**src/rtl/csa_accum_resolve_if.sv**
```systemverilog
// csa_accum_resolve_if
//   Stream bundle for the carry-save accumulator: an input beat channel
//   (in_*) and a result channel (out_*).
//
//   Handshake rule for both channels: a transfer happens on a rising clk
//   edge where valid and ready are both high. A source holds its payload
//   stable until that edge. Ready never depends on valid in the same cycle.
//
//   Modports:
//     master - producer of beats / consumer of results (testbench side)
//     slave  - the accumulator itself
interface csa_accum_resolve_if #(
  parameter int DW = 32
);
  logic          in_valid;
  logic          in_ready;
  logic [DW-1:0] in_data;
  logic          in_last;
  logic          out_valid;
  logic          out_ready;
  logic [DW-1:0] out_data;
  logic          out_wrap;

  modport master (
    output in_valid, in_data, in_last, out_ready,
    input  in_ready, out_valid, out_data, out_wrap
  );

  modport slave (
    input  in_valid, in_data, in_last, out_ready,
    output in_ready, out_valid, out_data, out_wrap
  );
endinterface

```
**src/rtl/csa_accum_resolve.sv**
```systemverilog
// csa_accum_resolve
//   Streaming accumulator. Each input beat is folded into a redundant
//   (sum, carry) pair with a single 3:2 carry-save stage. On the final beat
//   of a burst the pair is resolved into a binary word by a CW-bit
//   carry-propagate adder, one chunk per cycle (NCH = DW/CW cycles).
//
//   Ports:
//     clk       - rising-edge clock
//     nreset    - asynchronous active-low reset
//     bus       - slave side of csa_accum_resolve_if
//                 (in_valid/in_ready/in_data/in_last,
//                  out_valid/out_ready/out_data/out_wrap)
//     busy      - high unless idle in ACCUM with an all-zero accumulator
//     dbg_state - current FSM state (0=ACCUM, 1=RESOLVE, 2=OUTPUT)
module csa_accum_resolve #(
  parameter int DW = 32,
  parameter int CW = 8
) (
  input  logic                 clk,
  input  logic                 nreset,
  csa_accum_resolve_if.slave   bus,
  output logic                 busy,
  output logic [1:0]           dbg_state
);

  localparam int NCH = DW / CW;
  localparam int IW  = (NCH > 1) ? $clog2(NCH) : 1;

  typedef enum logic [1:0] {
    ACCUM   = 2'd0,
    RESOLVE = 2'd1,
    OUTPUT  = 2'd2
  } state_t;

  state_t        state;
  state_t        next_state;
  logic [DW-1:0] s_reg;
  logic [DW-1:0] c_reg;
  logic          wrap;
  logic [IW-1:0] idx;
  logic          cin;
  logic [DW-1:0] out_data_r;

  logic          in_ready_c;
  logic          out_valid_c;
  logic          in_fire;
  logic          out_fire;
  logic          last_chunk;
  logic [DW-1:0] maj;
  logic [CW-1:0] s_chunk;
  logic [CW-1:0] c_chunk;
  logic [CW:0]   chunk_sum;

  // Carry-save compression of (s_reg, c_reg, in_data).
  assign maj = (s_reg & c_reg) | (s_reg & bus.in_data) | (c_reg & bus.in_data);

  // One slice of the carry-propagate adder; chunk_sum[CW] is the chunk carry.
  assign s_chunk    = s_reg[idx*CW +: CW];
  assign c_chunk    = c_reg[idx*CW +: CW];
  assign chunk_sum  = {1'b0, s_chunk} + {1'b0, c_chunk} + {{CW{1'b0}}, cin};
  assign last_chunk = (idx == IW'(NCH - 1));

  assign in_fire  = in_ready_c & bus.in_valid;
  assign out_fire = out_valid_c & bus.out_ready;

  // Next-state and handshake outputs.
  always_comb begin
    next_state  = state;
    in_ready_c  = 1'b0;
    out_valid_c = 1'b0;
    case (state)
      ACCUM: begin
        in_ready_c = 1'b1;
        if (bus.in_valid && bus.in_last) next_state = RESOLVE;
      end
      RESOLVE: begin
        if (last_chunk) next_state = OUTPUT;
      end
      OUTPUT: begin
        out_valid_c = 1'b1;
        if (bus.out_ready) next_state = ACCUM;
      end
      default: next_state = ACCUM;
    endcase
  end

  always_ff @(posedge clk or negedge nreset) begin
    if (!nreset) state <= ACCUM;
    else         state <= next_state;
  end

  // Datapath registers.
  always_ff @(posedge clk or negedge nreset) begin
    if (!nreset) begin
      s_reg      <= '0;
      c_reg      <= '0;
      wrap       <= 1'b0;
      idx        <= '0;
      cin        <= 1'b0;
      out_data_r <= '0;
    end else begin
      case (state)
        ACCUM: begin
          if (in_fire) begin
            s_reg <= s_reg ^ c_reg ^ bus.in_data;
            // The shifted-out MSB carry is a lost 2^DW: record it as wrap.
            c_reg <= {maj[DW-2:0], 1'b0};
            wrap  <= wrap | maj[DW-1];
            if (bus.in_last) begin
              idx <= '0;
              cin <= 1'b0;
            end
          end
        end
        RESOLVE: begin
          out_data_r[idx*CW +: CW] <= chunk_sum[CW-1:0];
          cin <= chunk_sum[CW];
          if (last_chunk) begin
            wrap <= wrap | chunk_sum[CW];
            idx  <= '0;
          end else begin
            idx <= idx + IW'(1);
          end
        end
        OUTPUT: begin
          if (out_fire) begin
            s_reg <= '0;
            c_reg <= '0;
            wrap  <= 1'b0;
          end
        end
        default: ;
      endcase
    end
  end

  assign bus.in_ready  = in_ready_c;
  assign bus.out_valid = out_valid_c;
  assign bus.out_data  = out_data_r;
  assign bus.out_wrap  = wrap & out_valid_c;

  assign busy      = (state != ACCUM) | (|s_reg) | (|c_reg) | wrap;
  assign dbg_state = state;

endmodule

```
**src/flat_wrapper.sv**
```systemverilog
// flat-port wrapper written by rule: the top's interface ports become plain ports
module csa_accum_resolve_flat 
#(
  parameter int DW = 32,
  parameter int CW = 8
)
  (clk, nreset, busy, dbg_state, bus_in_valid, bus_in_data, bus_in_last, bus_out_ready, bus_in_ready, bus_out_valid, bus_out_data, bus_out_wrap);
  csa_accum_resolve_if #(.DW(DW)) bus_i ();
  input  logic clk;
  input  logic nreset;
  output logic busy;
  output logic [1:0] dbg_state;
  input wire logic [$bits(bus_i.in_valid)-1:0] bus_in_valid;
  input wire logic [$bits(bus_i.in_data)-1:0] bus_in_data;
  input wire logic [$bits(bus_i.in_last)-1:0] bus_in_last;
  input wire logic [$bits(bus_i.out_ready)-1:0] bus_out_ready;
  output wire logic [$bits(bus_i.in_ready)-1:0] bus_in_ready;
  output wire logic [$bits(bus_i.out_valid)-1:0] bus_out_valid;
  output wire logic [$bits(bus_i.out_data)-1:0] bus_out_data;
  output wire logic [$bits(bus_i.out_wrap)-1:0] bus_out_wrap;
  assign bus_i.in_valid = bus_in_valid;
  assign bus_i.in_data = bus_in_data;
  assign bus_i.in_last = bus_in_last;
  assign bus_i.out_ready = bus_out_ready;
  assign bus_in_ready = bus_i.in_ready;
  assign bus_out_valid = bus_i.out_valid;
  assign bus_out_data = bus_i.out_data;
  assign bus_out_wrap = bus_i.out_wrap;
  csa_accum_resolve #(.DW(DW), .CW(CW)) u_core (.clk(clk), .nreset(nreset), .bus(bus_i), .busy(busy), .dbg_state(dbg_state));
endmodule
```
**config.mk**
```make
export PLATFORM = sky130hd
export DESIGN_NAME = csa_accum_resolve_flat
export DESIGN_NICKNAME = d
export VERILOG_FILES = /design/src/rtl/csa_accum_resolve_if.sv /design/src/rtl/csa_accum_resolve.sv /design/src/flat_wrapper.sv
export SDC_FILE = /design/constraint.sdc
export NUM_CORES = 1
export LEC_CHECK = 0
export ABC_AREA = 1
export BUFFER_PORTS_ARGS = -buffer_cell sky130_fd_sc_hd__buf_2
export CAP_MARGIN = 20
export CORE_ASPECT_RATIO = 0.8
export CORE_MARGIN = 2
export CORE_UTILIZATION = 52
export DETAILED_ROUTE_END_ITERATION = 7
export GPL_TIMING_DRIVEN = 0
export PLACE_DENSITY = 0.83
export REMOVE_ABC_BUFFERS = 1
export SLEW_MARGIN = 20
export SYNTH_ARGS = -nofsm -noshare
export SYNTH_HDL_FRONTEND = slang
export SYNTH_SLANG_ARGS = --single-unit
```
**constraint.sdc**
```tcl
create_clock -name clk -period 4.2 [get_ports clk]
set_clock_uncertainty 0.2 [all_clocks]
set_input_delay 0.42 -clock clk [delete_from_list [all_inputs] [get_ports clk]]
set_output_delay 0.42 -clock clk [all_outputs]
set_load 0.005 [all_outputs]
```
==> impl_metrics.csv, run 1 <==
group,metric,value,unit
logic_synthesis,synth_edf_count,0,
timing,period_share,86.2,%
final_layout,fin_nets,817,
final_layout,finalNonFillerCells,886,
logic_synthesis,ys_top_cells_by_area,"dfrtp_1 (42%), fa_1 (11%), o21ai_2 (7.7%)",
drt,ant_nets,0,
critical_path,crit_arrival,3.69,ns
drt,wl_per_cell,16.5,µm
drt,vias_per_cell,5.62,
logic_synthesis,yosysWarningCount,0,
global_routing,grt_max_degree,67,
critical_path,timing.rr.end,"u_core.bus.out_data[12]",
pwr,p_leak,3.40,nW
placed_design,pre_cts_ws,0.407,ns
timing,timing.final.ws_setup,0.580,ns
hold_path,min_to,"u_core.dbg_state[1]",
critical_path,crit_type,"flip-flop to flip-flop",
logic_synthesis,syn_area,0.00606,mm²
placed_design,dpl.cell_count,869,
floorplanning,die_w,125,µm
logic_synthesis,yosysUniqueCellTypes,33,
drt,finalWirelength,14600,µm
critical_path,timing.rr.start,"u_core.idx[0]",
final_layout,drive_gt1_share,22.1,%
logic_synthesis,seq_area_frac_synth,41.7,%
run,drv_cap,0,
outcome,outcome,"completed",
cts,root_buffer,"clkbuf_16",
critical_path,regToRegSetupSlack,0.58,ns
logic_synthesis,synth_common_cells,"nand2_1 (105), inv_1 (103), dfrtp_1 (101)",
global_routing,gr-usage-all-layers,24.5,%
logic_synthesis,yosys.area.top_type_share,41.7,%
cts,cts.reportedPaths.clkPinSlew,0.07,ns
floorplanning,io_pins,75,
final_layout,num_antenna_cells,0,
timing,setup_viol,0,
cts,cts_tree,"built",
logic_synthesis,post-synth-top-count-cell,"nand2_1",
logic_synthesis,yosysTopAreaCell,"dfrtp_1",
cts,clock_path_buffers,2,
floorplanning,die_area,0.0125,mm²
logic_synthesis,synthFlopType,"dfrtp_1",
global_routing,grt_first_pass_wirelength,24600,µm
placed_design,hpwl,10300,µm
global_routing,antenna_found_initial,0,
logic_synthesis,ys_ff_latch,101,
cts,cts_buffers,9,
timing,relSlewSlack,27.9,%
hold_path,min_path_type,"input port to flip-flop",
logic_synthesis,async_reset_ff_share,100,%
cts,htreeDepth,3,
floorplanning,initial_core_util,53.0,%
hold_path,hold_depth,2,
logic_synthesis,syn_avg_cell_area,8.98,µm²
drt,drc,0,
cts,clock_latency,0.35,ns
placed_design,numPortBuffers,74,
critical_path,reg2regPathDepth,14,
hold_path,worstHoldStart,"bus_out_ready",
critical_path,end_kind,"flip-flop",
timing,slew_violations,0,
timing,worst_slew_pin_slew,1.08,ns
timing,hold_viol_final,0,
cts,cts_sinks,101,
floorplanning,rows,35,
global_routing,grt_overflow,0,
timing,grt_setup_unrepaired,"no",
critical_path,start_kind,"flip-flop",
floorplanning,die_h,101,µm
pwr,power_density,855,mW/mm²
critical_path,critPathRequiredTime,4.27,ns
critical_path,cp_max_fo,49,
timing,timing.fmax,276,MHz
drt,first_iter_violations,372,
pwr,ir_drop,732,µV
floorplanning,coreArea,0.0114,mm²
global_routing,grt_pass1_vias,4954,
drt,num_vias,4978,
timing,fin_crit,3.62,ns
placed_design,gp_congestion,0.836,
final_layout,area_growth,13.0,%
logic_synthesis,synth_cells,675,
timing,final.setup.tns,0,ns
drt,dr.pass1.iters,5,
## timing repair
item,in CTS,in global routing
buffers inserted,0,0
endpoints found under the hold margin,35,0
endpoints found under the setup margin,0,1
gates resized for setup,0,1
hold buffers,1,0
## routing by layer
layer	wire [µm]	global-route usage, %
met1	6450	33.9
met2	7020	39.6
met3	857	5.10
met4	290	7.17
met5	0	0
## through the flow
stage                     hold slack, ns  utilization [%]  area, µm²  power (mW)
after floorplan                  -0.0756                -       5880        3.98
after global placement             0.267             56.3       6440        4.76
after detailed placement           0.145             57.4       6560        5.02
after CTS                         0.0758             59.9       6850        5.84
after global routing              0.0838             59.9       6850        6.37
final                             0.0848             59.9       6850        5.85
## cell usage in the layout (no fill, tap or decap), types with 2 or more instances in the layout
| cell type | instances |
|---|---|
| nand3_1 | 79 |
| o22ai_1 | 6 |
| o31ai_1 | 3 |
| nor2_1 | 16 |
| clkbuf_16 | 9 |
| xnor2_1 | 2 |
| a21oi_1 | 46 |
| o21ai_2 | 53 |
| buf_2 | 72 |
| nor4_1 | 12 |
| o21ai_1 | 4 |
| inv_1 | 102 |
| ha_1 | 14 |
| nand2_1 | 105 |
| dfrtp_1 | 100 |
| nor2_2 | 2 |
| inv_2 | 4 |
| nand4_1 | 10 |
| buf_16 | 4 |
| fa_1 | 33 |
| clkinv_2 | 3 |
| o21ai_0 | 33 |
| or2_2 | 2 |
| a22o_1 | 3 |
| nand2_4 | 3 |
| clkbuf_8 | 2 |
| a32oi_1 | 2 |
| nand2_2 | 2 |
## worst max-delay path: stages, from the launching register on
cell and delay (ns):
dfrtp_4 0.71, inv_2 0.41, o21ai_0 0.30, a21oi_1 0.06, a21oi_1 0.20, fa_1 0.24, inv_1 0.06, fa_1 0.40
inv_1 0.07, nand2_1 0.05, nand2_1 0.10, nand2_1 0.07, xnor2_1 0.30, nand3_1 0.15, o21ai_0 0.18
## worst max path at each step
stage,depth (start not counted),to,startpoint
5_1_grt,14,u_core.bus.out_data[12],u_core.idx[0]
3_3_place_gp,14,u_core.bus.out_data[28],u_core.idx[0]
4_1_cts,14,u_core.bus.out_data[12],u_core.idx[0]
6_report,14,u_core.bus.out_data[12],u_core.idx[0]
2_1_floorplan,14,u_core.bus.out_data[12],u_core.idx[0]
3_5_place_dp,14,u_core.bus.out_data[12],u_core.idx[0]
## power by group
part	leakage (nW)	internal (mW)	switching, mW
clock	0.138	0.432	0.365
combinational	1.95	1.22	1.99
sequential	1.31	1.38	0.468
total	3.40	3.03	2.82
## layout make-up
cell class,count,area [µm²]
inverters,107,407
fillers,964,4580
clock inverters,4,22.5
flip-flops and latches,101,2530
clock buffers,12,256
multi-input cells,435,2950
repair buffers,79,499
well taps,148,185
## logic make-up after synthesis
kind of cell,Yosys count,share of synthesized area (%)
DFF,101,41.7
and+or+nand+nor,234,17.9
xor gates and xnor gates,3,0.434
adders and majority gates,47,13.8
AOI/OAI and AO/OA,151,16.5
buffers and inverters,139,9.64
No activity file was read; power rests on OpenSTA's default activity.
==> run 2, diff against run 1 <==
REMOVE_ABC_BUFFERS = default   (was 1)
==> run 2 against run 1 <==
Against the previous run:
- clock power rose by 15%
- setup slack improved by 0.030 ns
- cell count rose by 3.2%
- power rose by 5.2%
- worst hold slack improved by 0.0021 ns
- sequential cell count did not move
- register-to-register slack improved by 0.03 ns
- count of clock-buffer cells in the layout fell by 3
- sequential power fell by 2%
- die area did not move
- critical path depth rose by 1
- critical path type unchanged
- critical endpoint is now u_core.bus.out_data[28]
==> impl_metrics.csv, run 2 (synthesis gave the netlist of run 1 again) <==
group,metric,value,unit
outcome,outcome,"completed",
drt,vias_per_cell,5.70,
timing,slew_violations,0,
cts,cts_resized,0,
placed_design,numPortBuffers,73,
critical_path,max_stage_delay,0.41,ns
floorplanning,rows,35,
placed_design,gp_congestion,0.939,
pwr,switching_share,49.1,%
cts,clock_path_buffers,2,
floorplanning,coreArea,0.0114,mm²
critical_path,critPathRequiredTime,4.27,ns
pwr,pwr-share-seq,29.4,%
final_layout,final_common_cell,"nand2_1",
timing,period_share,85.5,%
drt,finalWirelength,16700,µm
timing,grt_setup_unrepaired,"no",
pwr,clkPwrFrac,14.9,%
global_routing,grt_first_pass_wirelength,27100,µm
timing,final.setup.tns,0,ns
critical_path,crit_cells,15,
critical_path,worst-path-buf-inv,6,
placed_design,hpwl,12100,µm
cts,cts_tree,"built",
critical_path,timing.rr.start,"u_core.idx[0]",
critical_path,end_kind,"flip-flop",
logic_synthesis,synth_fp_nets,759,
cts,root_buffer,"clkbuf_16",
drt,ant_nets,0,
drt,num_vias,5214,
final_layout,utilization,61.1,%
cts,postCtsSetupBuffers,0,
timing,setup_viol,0,
critical_path,reg2regPathDepth,15,
timing,fin_crit,3.59,ns
critical_path,crit_type,"flip-flop to flip-flop",
critical_path,cp_max_fo,10,
critical_path,critPathSlowestCell,"o31ai_1",
critical_path,cp_cell_sequence,"buf_2 > inv_1 > buf_2 > buf_2 > o31ai_1 > fa_1 > inv_1 > fa_1 > inv_1 > nand2_1 > nand2_1 > nand2_1 > xnor2_1 > nand3_1 > o21ai_0",
global_routing,antenna_found_initial,0,
drt,dr.pass1.iters,5,
critical_path,cp_top_family,"buffers and inverters",
final_layout,drive_gt1_share,22.7,%
floorplanning,die_area,0.0125,mm²
global_routing,grt_overflow,0,
final_layout,area_growth,15.1,%
critical_path,timing.rr.end,"u_core.bus.out_data[28]",
placed_design,dpl_cell_area,0.00665,mm²
floorplanning,initial_core_util,53.0,%
pwr,p_int,3.13,mW
pwr,power,6.16,mW
timing,relSlewSlack,49.7,%
final_layout,num_antenna_cells,0,
pwr,power_frac_comb,55.7,%
cts,htreeDepth,3,
cts,cts.reportedPaths.clkPinSlew,0.07,ns
final_layout,fin_area,0.00698,mm²
global_routing,grt_max_degree,75,
critical_path,crit_arrival,3.66,ns
pwr,ir_drop,439,µV
critical_path,start_kind,"flip-flop",
floorplanning,io_pins,75,
timing,timing.fmax,279,MHz
run,drv_cap,0,
cts,cts_sinks,101,
cts,cts_buffers,9,
floorplanning,die_w,125,µm
critical_path,crit_end,"u_core.bus.out_data[28]",
global_routing,gr-usage-all-layers,28.0,%
drt,first_iter_violations,572,
final_layout,final_cell_mix,"nand2_1 (105), inv_1 (103), dfrtp_1 (101)",
global_routing,grt_pass1_vias,5215,
critical_path,cp-startpoint,"u_core.idx[0]",
cts,clock_latency,0.35,ns
hold_path,min_path_type,"input port to flip-flop",
pwr,power_density,882,mW/mm²
cts,cts_hold_buf,1,
final_layout,fin_nets,845,
critical_path,regToRegSetupSlack,0.61,ns
drt,wl_per_cell,18.3,µm
drt,drc,0,
floorplanning,die_h,101,µm
pwr,p_switching,3.03,mW
pwr,p_leak,3.46,nW
timing,worst_slew_pin_slew,0.755,ns
timing,hold_viol_final,0,
run 2: stage by stage:
step	hold slack (ns)	cells	setup WS, ns
5_1_grt	0.116	914	0.365
2_1_floorplan	-0.0756	675	1.37
3_3_place_gp	0.260	896	0.780
3_5_place_dp	0.108	897	0.702
4_1_cts	0.0821	914	0.678
6_report	0.0869	914	0.610
run 2: worst reg2reg max path, cell delays in order, from the launching register on:
cell and delay, ns:
dfrtp_1 0.40, buf_2 0.23, inv_1 0.07, buf_2 0.19, buf_2 0.23, o31ai_1 0.41, fa_1 0.30, inv_1 0.07
fa_1 0.41, inv_1 0.07, nand2_1 0.04, nand2_1 0.11, nand2_1 0.08, xnor2_1 0.34, nand3_1 0.17, o21ai_0 0.18
run 2: power groups by stage:
stage	sequential [mW]	combinational, mW	clock [mW]
6_report	1.81	3.43	0.916
5_1_grt	1.86	3.84	0.957
4_1_cts	1.79	3.37	0.923
3_5_place_dp	1.80	3.36	0
3_3_place_gp	1.79	3.24	0
2_1_floorplan	1.70	2.40	0
run 2: how the worst min path moves through the flow:
stage                       startpoint                 endpoint  cells past startpoint
2_1_floorplan                   nreset   u_core.bus.out_data[0]                      0
3_3_place_gp   u_core.bus.out_data[11]  u_core.bus.out_data[11]                      2
3_5_place_dp                    nreset  u_core.bus.out_data[23]                      1
6_report                 bus_out_ready      u_core.dbg_state[1]                      2
5_1_grt                  bus_out_ready      u_core.dbg_state[1]                      2
4_1_cts                  bus_out_ready      u_core.dbg_state[1]                      2
run 2: routing by layer:
metal  share of wire, %  GRT usage, %  wire (µm)
met1                 43          39.7       7180
met2                 43          41.4       7200
met5                  0             0          0
met4                2.8          10.7        466
met3                 11          7.86       1850
run 2: area by class of cell:
class | count | area (µm²)
fill | 958 | 4450
multi-input combinational | 435 | 2950
sequential | 101 | 2530
timing repair buffer | 75 | 409
inverter | 107 | 407
clock buffer | 9 | 225
tap | 148 | 185
buffer | 32 | 178
clock inverter | 7 | 97.6
==> run 3, diff against run 2 <==
ABC_AREA = 0   (was 1)
==> run 3 against run 2 <==
Against the previous run:
- synthesized cell count fell by 40%
- critical path depth down 3
- sequential share of layout area increased by 4.4 points
- critical endpoint is now u_core.bus.out_data[14]
- cell count fell by 31%
- setup slack worse by 0.030 ns
- critical path type unchanged
- largest power group unchanged
- via count decreased by 25%
==> impl_metrics.csv, run 3 <==
group,metric,value,unit
logic_synthesis,yosysTopAreaCell,"dfrtp_1",
drt,drc,0,
logic_synthesis,yosysWarningCount,0,
logic_synthesis,ys_top_cells_by_area,"dfrtp_1 (48%), a22o_1 (13%), fa_1 (12%)",
timing,grt_setup_unrepaired,"no",
floorplanning,io_pins,75,
placed_design,numPortBuffers,74,
final_layout,final_common_cell,"dfrtp_1",
final_layout,fin_nets,573,
placed_design,gp_congestion,0.891,
placed_design,hpwl,10100,µm
logic_synthesis,synth_edf_count,0,
critical_path,crit_type,"flip-flop to flip-flop",
logic_synthesis,yosysUniqueCellTypes,45,
drt,first_iter_violations,408,
floorplanning,die_area,0.0111,mm²
floorplanning,rows,32,
global_routing,grt_overflow,0,
cts,cts_tree,"built",
run,drv_cap,0,
global_routing,gr-usage-all-layers,27.5,%
drt,finalWirelength,13800,µm
floorplanning,initial_core_util,54.2,%
global_routing,antenna_found_initial,0,
timing,worst_slew_pin_slew,0.545,ns
final_layout,fillerInstances,757,
drt,wl_per_cell,21.9,µm
critical_path,critPathRequiredTime,4.24,ns
logic_synthesis,seq_area_frac_synth,47.5,%
hold_path,min_path_type,"input port to flip-flop",
pwr,p_leak,3.01,nW
timing,final.setup.tns,0,ns
final_layout,drive_gt1_share,27.9,%
global_routing,grt_max_degree,54,
cts,cts.reportedPaths.clkPinSlew,0.07,ns
critical_path,end_kind,"flip-flop",
logic_synthesis,synth_cells,402,
cts,clock_latency,0.35,ns
cts,htreeDepth,3,
final_layout,utilization,63.5,%
floorplanning,die_h,94.5,µm
cts,clock_path_buffers,2,
floorplanning,coreArea,0.00981,mm²
cts,cts_buffers,9,
timing,slew_violations,0,
pwr,power,5.41,mW
logic_synthesis,synth_fp_nets,486,
global_routing,grt_first_pass_wirelength,22300,µm
final_layout,area_growth,17.1,%
timing,timing.fmax,276,MHz
critical_path,cp_max_fo,10,
pwr,power_density,868,mW/mm²
global_routing,grt_pass1_vias,4004,
cts,cts_sinks,101,
timing,relSlewSlack,63.6,%
pwr,ir_drop,384,µV
timing,hold_viol_final,0,
final_layout,num_antenna_cells,0,
drt,vias_per_cell,6.20,
logic_synthesis,ys_ff_latch,101,
timing,setup_viol,0,
final_layout,final_cell_mix,"dfrtp_1 (101), buf_2 (90), a22o_1 (81)",
timing,fin_crit,3.62,ns
logic_synthesis,async_reset_ff_share,100,%
cts,postCtsSetupBuffers,0,
logic_synthesis,post-synth-top-count-cell,"dfrtp_1",
logic_synthesis,yosys.area.top_type_share,47.5,%
critical_path,start_kind,"flip-flop",
drt,dr.pass1.iters,5,
logic_synthesis,syn_avg_cell_area,13.2,µm²
logic_synthesis,syn_area,0.00532,mm²
cts,root_buffer,"clkbuf_16",
floorplanning,die_w,117,µm
logic_synthesis,synth_common_cells,"dfrtp_1 (101), a22o_1 (81), fa_1 (33)",
drt,ant_nets,0,
critical_path,crit_arrival,3.66,ns
timing,period_share,86.2,%
drt,num_vias,3908,
outcome,outcome,"completed",
logic_synthesis,synthFlopType,"dfrtp_1",
==> run 3: cell count changes in the layout (fill, tap and decap cells not counted), sizes merged, moves of 5 or more <==
cell	before	now
nor4	12	17
a22o	3	81
mux4	0	15
o21ai	91	22
nor2	18	9
nand2	110	27
a21oi	46	5
nand3	79	4
o22ai	6	0
clkbuf	18	12
inv	109	14
==> run 3: report_power, final <==
part           switching [mW]  leakage (nW)  internal, mW
registers               0.472          1.32          1.38
logic                    1.43          1.54          1.22
clock network           0.362         0.163         0.553
==> run 3: logic make-up (layout without fill, tap and decap cells) <==
kind of cell             Yosys count  in the layout  synth area share [%]
flip-flops                       101            101                  47.5
XOR/XNOR                           4              4                 0.659
AO/OA/AOI/OAI                    122            122                  18.3
buffers and inverters             35            127                  3.22
multiplexers                      17             17                  6.73
AND/OR/NAND/NOR                   76             76                  7.88
adder cells (fa/ha/maj)           47             47                  15.7
==> run 3: area by class of cell <==
| type | count | area [µm²] | area share, % |
|---|---|---|---|
| plain buffers | 21 | 119 | 1.91 |
| clock buffers | 12 | 256 | 4.12 |
| clock inverters | 4 | 70.1 | 1.12 |
| inverters | 14 | 52.6 | 0.844 |
| multi-input cells | 266 | 2620 | 42.1 |
| flip-flops and latches | 101 | 2530 | 40.6 |
| well taps | 136 | 170 | 2.73 |
| repair buffers | 76 | 414 | 6.65 |
==> run 3: final timing paths <==
check                      slack (ns)                      end                   start  cells past startpoint
max                              0.58  u_core.bus.out_data[14]           u_core.idx[1]                     12
max reg2reg                      0.58  u_core.bus.out_data[14]           u_core.idx[1]                     12
min in group asynchronous        0.38  u_core.bus.out_data[15]                  nreset                      2
min reg2reg                      0.28   u_core.bus.out_data[7]  u_core.bus.out_data[7]                      2
max in group asynchronous        2.81          u_core.c_reg[1]                  nreset                      3
min                              0.21      u_core.dbg_state[1]           bus_out_ready                      3
==> run 3: critical path: stages (launching register included) <==
cell and delay [ns]:
dfrtp_1 0.42, buf_2 0.30, buf_1 0.47, nand3_1 0.15, o21ai_0 0.15, fa_1 0.28
inv_1 0.07, fa_1 0.41, nor2b_1 0.18, o211ai_1 0.15, a31oi_1 0.27, o21ba_2 0.24
a22o_1 0.21
==> run 3: routing by layer <==
metal	part of all wire [%]	routed length [µm]	global-route usage, %	vias to the layer above
met5	0	0	0	-
met4	1.5	213	7.16	0
met3	9.2	1270	8.92	21
met2	46	6330	39.9	187
met1	43	5990	40.4	2010
li1	-	-	-	1690
==> run 3: metrics by stage <==
stage | worst slack (ns) | cell area, µm² | hold WS, ns | std cells
6_report | 0.580 | 6230 | 0.214 | 630
5_1_grt | 0.339 | 6230 | 0.240 | 630
4_1_cts | 0.603 | 6230 | 0.204 | 630
3_5_place_dp | 0.631 | 5890 | 0.192 | 613
3_3_place_gp | 0.704 | 5860 | 0.262 | 612
2_1_floorplan | 1.22 | 5320 | -0.0756 | 402
==> run 3: timing repair <==
item | in CTS | in global routing
hold buffers | 1 | 0
gates resized for setup | 0 | 0
hold endpoints to repair | 48 | 0
